==> src/rtl/pipe_ctrl_pkg.sv <==
// pipe_ctrl_pkg: stall encodings, exception codes, FSM states and redirect target helper.
package pipe_ctrl_pkg;
  localparam logic [5:0] STALL_NONE = 6'b000000;
  localparam logic [5:0] STALL_ID   = 6'b000111;
  localparam logic [5:0] STALL_EX   = 6'b001111;
  localparam logic [5:0] STALL_MEM  = 6'b011111;
  localparam logic [31:0] EXC_INT     = 32'h0000_0001;
  localparam logic [31:0] EXC_SYSCALL = 32'h0000_0008;
  localparam logic [31:0] EXC_RI      = 32'h0000_000a;
  localparam logic [31:0] EXC_OV      = 32'h0000_000c;
  localparam logic [31:0] EXC_TRAP    = 32'h0000_000d;
  localparam logic [31:0] EXC_ERET    = 32'h0000_000e;
  localparam logic [1:0] ST_RUN   = 2'd0;
  localparam logic [1:0] ST_PEND  = 2'd1;
  localparam logic [1:0] ST_FLUSH = 2'd2;
  // Interrupts and ERET have dedicated targets; every other code shares the exception vector.
  function automatic logic [31:0] exc_target(input logic [31:0] code, input logic [31:0] epc,
                                             input logic [31:0] int_vec, input logic [31:0] exc_vec);
    return code == EXC_INT ? int_vec : code == EXC_ERET ? epc : exc_vec;
  endfunction
endpackage

==> src/rtl/pipe_ctrl_stall_monitor.sv <==
// stall_monitor: stall watchdog with one-cycle timeout pulse and saturating stalled-cycle counter.
module stall_monitor #(
  parameter logic [15:0] WDOG_LIMIT = 16'd1024
) (
  input  logic        clk,
  input  logic        rst,
  input  logic        active,
  output logic        stall_timeout,
  output logic [31:0] stall_cycles
);
  logic [15:0] wdog;
  // The pulse fires during the stalled cycle that brings the count up to the limit.
  assign stall_timeout = active && wdog == WDOG_LIMIT - 16'd1;
  always_ff @(posedge clk) begin
    if (rst) begin
      wdog         <= '0;
      stall_cycles <= '0;
    end else begin
      wdog <= (!active || stall_timeout) ? '0 : wdog + 16'd1;
      if (active && stall_cycles != '1) stall_cycles <= stall_cycles + 32'd1;
    end
  end
endmodule

==> src/rtl/pipe_ctrl.sv <==
// pipe_ctrl: pipeline stall/flush controller with deferred exception handling behind memory stalls.
module pipe_ctrl
  import pipe_ctrl_pkg::*;
#(
  parameter logic [31:0] INT_VECTOR = 32'h0000_0020,
  parameter logic [31:0] EXC_VECTOR = 32'h0000_0040,
  parameter logic [15:0] WDOG_LIMIT = 16'd1024
) (
  input  logic        clk,
  input  logic        rst,
  input  logic        stallreq_from_id,
  input  logic        stallreq_from_ex,
  input  logic        stallreq_from_mem,
  input  logic [31:0] excepttype_i,
  input  logic [31:0] cp0_epc_i,
  output logic [5:0]  stall,
  output logic        flush,
  output logic [31:0] new_pc,
  output logic        stall_timeout,
  output logic [31:0] stall_cycles
);
  logic [1:0]  state, state_nx;
  logic [31:0] lat_code, lat_epc;
  logic        has_exc;
  logic [5:0]  req_stall;
  assign has_exc   = |excepttype_i;
  assign req_stall = stallreq_from_mem ? STALL_MEM : stallreq_from_ex ? STALL_EX :
                     stallreq_from_id ? STALL_ID : STALL_NONE;
  always_comb begin
    stall    = STALL_NONE;
    flush    = 1'b0;
    new_pc   = '0;
    state_nx = state;
    if (rst) begin
      state_nx = ST_RUN;
    end else if (state == ST_RUN) begin
      if (has_exc && !stallreq_from_mem) begin
        flush    = 1'b1;
        new_pc   = exc_target(excepttype_i, cp0_epc_i, INT_VECTOR, EXC_VECTOR);
        state_nx = ST_FLUSH;
      end else if (has_exc) begin
        stall    = STALL_MEM;
        state_nx = ST_PEND;
      end else begin
        stall = req_stall;
      end
    end else if (state == ST_PEND) begin
      if (stallreq_from_mem) begin
        stall = STALL_MEM;
      end else begin
        flush    = 1'b1;
        new_pc   = exc_target(lat_code, lat_epc, INT_VECTOR, EXC_VECTOR);
        state_nx = ST_FLUSH;
      end
    end else begin
      state_nx = ST_RUN;
    end
  end
  // EPC is captured on entry so a later CP0 write cannot move the ERET target.
  always_ff @(posedge clk) begin
    if (rst) begin
      state    <= ST_RUN;
      lat_code <= '0;
      lat_epc  <= '0;
    end else begin
      state <= state_nx;
      if (state == ST_RUN && has_exc && stallreq_from_mem) begin
        lat_code <= excepttype_i;
        lat_epc  <= cp0_epc_i;
      end
    end
  end
  stall_monitor #(.WDOG_LIMIT(WDOG_LIMIT)) u_mon (
    .clk          (clk),
    .rst          (rst),
    .active       (|stall),
    .stall_timeout(stall_timeout),
    .stall_cycles (stall_cycles)
  );
endmodule

==> config.mk <==
export PLATFORM = sky130hd
export DESIGN_NAME = pipe_ctrl
export DESIGN_NICKNAME = d
export VERILOG_FILES = /design/src/rtl/pipe_ctrl_pkg.sv /design/src/rtl/pipe_ctrl_stall_monitor.sv /design/src/rtl/pipe_ctrl.sv
export SDC_FILE = /design/constraint.sdc
export NUM_CORES = 1
export LEC_CHECK = 0
export BUFFER_PORTS_ARGS = -buffer_cell sky130_fd_sc_hd__buf_2
export CAP_MARGIN = 0
export CORE_ASPECT_RATIO = 1.1
export CORE_UTILIZATION = 41
export CTS_CLUSTER_DIAMETER = 50
export DETAILED_ROUTE_END_ITERATION = 6
export GPL_TIMING_DRIVEN = 0
export REMOVE_ABC_BUFFERS = 1
export SYNTH_ARGS = -nofsm -noshare
export SYNTH_HDL_FRONTEND = slang
export SYNTH_HIERARCHICAL = 1
export SYNTH_SLANG_ARGS = --single-unit
==> constraint.sdc <==
create_clock -name clk -period 4 [get_ports clk]
set_input_delay 0.8 -clock clk [delete_from_list [all_inputs] [get_ports clk]]
set_output_delay 0.8 -clock clk [all_outputs]
set_load 0.05 [all_outputs]
==> metrics.csv <==
stage,metric,value,unit
status,status,finished clean,
place,io_buffers,139,
floorplan,ios,141,
routing,totalWireLength,17000,um
cts,ctsRootBufferMaster,clkbuf_16,
routing,wire_per_inst,15.9,um
layout,register_area,2280,um2
floorplan,design.core.area,14600,um2
synthesis,async_flop_share,0,%
sta,min_period,3940,ps
floorplan,rows,46,
flow_run,cap_violations,0,
synthesis,synthDistinctLibCells,58,
layout,final_area,7540,um2
synthesis,synthTopCellsByArea,"dfxtp_1, mux2i_1, nand2_1, nand4_1, a21oi_1",
routing,postRouteAntennaNets,0,
sta,setup_tns,0,ps
setup_path,crit_path_start_kind,input port,
place,gp_congestion,0.797,
setup_path,cp_max_fo,18,
setup_path,worstPathRequired,3200,ps
routing,vias_per_cell,5.67,
synthesis,synth.largest_area_cell,dfxtp_1,
routing,firstDrtPassIters,5,
place,dpl.hpwl,10800,um
synthesis,synth-seq-cells,114,
power_and_ir_drop,p_per_area,395,nW/um2
synthesis,synth_cells,769,
cts,cts_setup_buffers,0,
synthesis,synthTopCellsByCount,"nand2_1, dfxtp_1, nand4_1",
hold_path,min_path_type,reg -> reg,
global_routing,grt_max_degree,132,
layout,syn_to_final_growth,21.7,%
synthesis,synth_edf_count,0,
power_and_ir_drop,irDropWorstVdd,0.262,mV
sta,hold_ws,453,ps
synthesis,syn-cell-area,6200,um2
power_and_ir_drop,p_leak,3.04,nW
layout,antennaDiodeCount,0,
global_routing,grt_pass1_wl,26500,um
place,dpl_cell_area,6910,um2
setup_path,cp-end-kind,primary output,
cts,cts_tree,done,
global_routing,overflow,0,
sta,worst_pin_slew,1350,ps
floorplan,fp.dieH,131,um
sta,setup_viol,0,
sta,hold_viol,0,
global_routing,grt_pass1_vias,5653,
cts,clk_pin_slew,50,ps
sta,slew_viol_final,0,
cts,clock_sinks,114,
sta,fin_crit_sh,98.5,%
setup_path,path_class,in -> out,
cts,clk_path_buf_depth,2,
layout,final_layout_size_suffix_gt1_share,22.6,%
sta,slew_headroom,9.96,%
synthesis,synthFlopType,dfxtp_1,
global_routing,track_usage,21.2,%
synthesis,ys_warn_count,6,
synthesis,yosysMostFrequentCell,nand2_1,
synthesis,postSynthAreaPerCell,8.06,um2
cts,cts_buffers,17,
floorplan,die_area,15600,um2
routing,vias,6059,
routing,drc,0,
synthesis,synth_top_area_share,36.8,%
floorplan,die_x,119,um
layout,n_fill_cell,1404,
floorplan,start_util,42.6,%
sta,fmax,254,MHz
sta,finClkSkew,10.3,ps
sta,rsz0062_at_grt,no,
synthesis,synth.yosys.seq_area_share,36.8,%
layout,multi_input_area,3580,um2
layout,fin_nets,937,
cts,htreeDepth,4,
setup_path,crit_arrival,3140,ps
cts,worstSkewPairLatency,420,ps
global_routing,antenna_found_initial,0,
routing,initialDrtViolationCount,431,
per-stage QoR:
stage          total power [W]  utilization [%]  instances  worst slack [ps]
2_1_floorplan          0.00141                -        701             -1580
3_3_place_gp           0.00152             46.5       1032             -3360
3_5_place_dp           0.00152             47.4       1038              -829
4_1_cts                0.00300             51.5       1068              15.9
5_1_grt                0.00310             51.8       1069              20.9
6_report               0.00298             51.8       1069              58.5
worst max-delay path, stage by stage:
cell	delay (ps)
buf_2	110
nor4_2	550
and4_4	500
and3b_1	330
o21a_1	360
and2_1	200
buf_2	260
what timing repair did:
item	4_1_cts	5_1_grt
gates cloned	0	1
resized for setup	4	5
setup endpoints to repair	60	14
hold buffers	0	0
pin swaps	0	1
cell type report:
| class | instances | share of cell area [%] |
|---|---|---|
| sequential | 114 | 30.3 |
| multi-input combinational | 582 | 47.5 |
| timing repair buffer | 145 | 10.8 |
| inverter | 6 | 0.465 |
| clock buffer | 26 | 7.15 |
| tap | 192 | 3.19 |
| clock inverter | 4 | 0.597 |
worst paths after layout:
path	start	to	slack, ps	cells after the start
max	excepttype_i[12]	stall_timeout	60	7
min	lat_epc[3]	lat_epc[3]	450	2
max reg2reg	state[1]	u_mon/stall_cycles[24]	1440	8
min reg2reg	lat_epc[3]	lat_epc[3]	450	2
cell usage in the layout (no fill, tap or decap), types with 3 or more instances in the layout:
cell         n
nand2_1    149
nor4_2       4
buf_8        4
nand4_1     70
mux2i_1     65
clkbuf_8     8
nor4_1      16
o21ai_0     14
buf_2      138
clkbuf_16   17
clkinv_2     3
and2_1      24
nor2_1      31
nor3_1       8
or3_1       15
and3_1      16
xor2_1      11
o31ai_1      9
o31a_1       3
or4_1       11
a21oi_1     56
nor2b_1      7
and4_1       5
dfxtp_1    114
inv_1        5
nand3_1     19
xnor2_1      5
routing by layer:
layer	global-route usage, %	routed length [um]	vias to the layer above
met2	35.9	8110	164
met4	10.6	417	0
met1	24.9	7590	2895
met3	5.73	904	31
li1	-	-	2969
met5	0	0	-
cell families after synthesis:
kind of cell / Yosys count / share of synthesized area [%]
adder cells (fa/ha/maj): 2 / 0.404
AND/OR/NAND/NOR: 395 / 33.6
AO/OA/AOI/OAI: 99 / 9.59
flip-flops: 114 / 36.8
buffers and inverters: 74 / 6.16
XOR/XNOR: 16 / 2.26
other: 1 / 0.0605
multiplexers: 68 / 11.0
where the power goes:
group / total [W] / internal (W) / switching (W)
clock network: 0.00148 / 0.000974 / 0.000502
registers: 0.00121 / 0.00118 / 0.0000237
logic: 0.000298 / 0.000106 / 0.000192
sequential cells by signal, indices dropped and copies added (netlist names):
name	cells
u_mon/stall_cycles	32
state	2
u_mon/wdog	16
lat_code	32
lat_epc	32
Power figures use the tool's default switching activity.
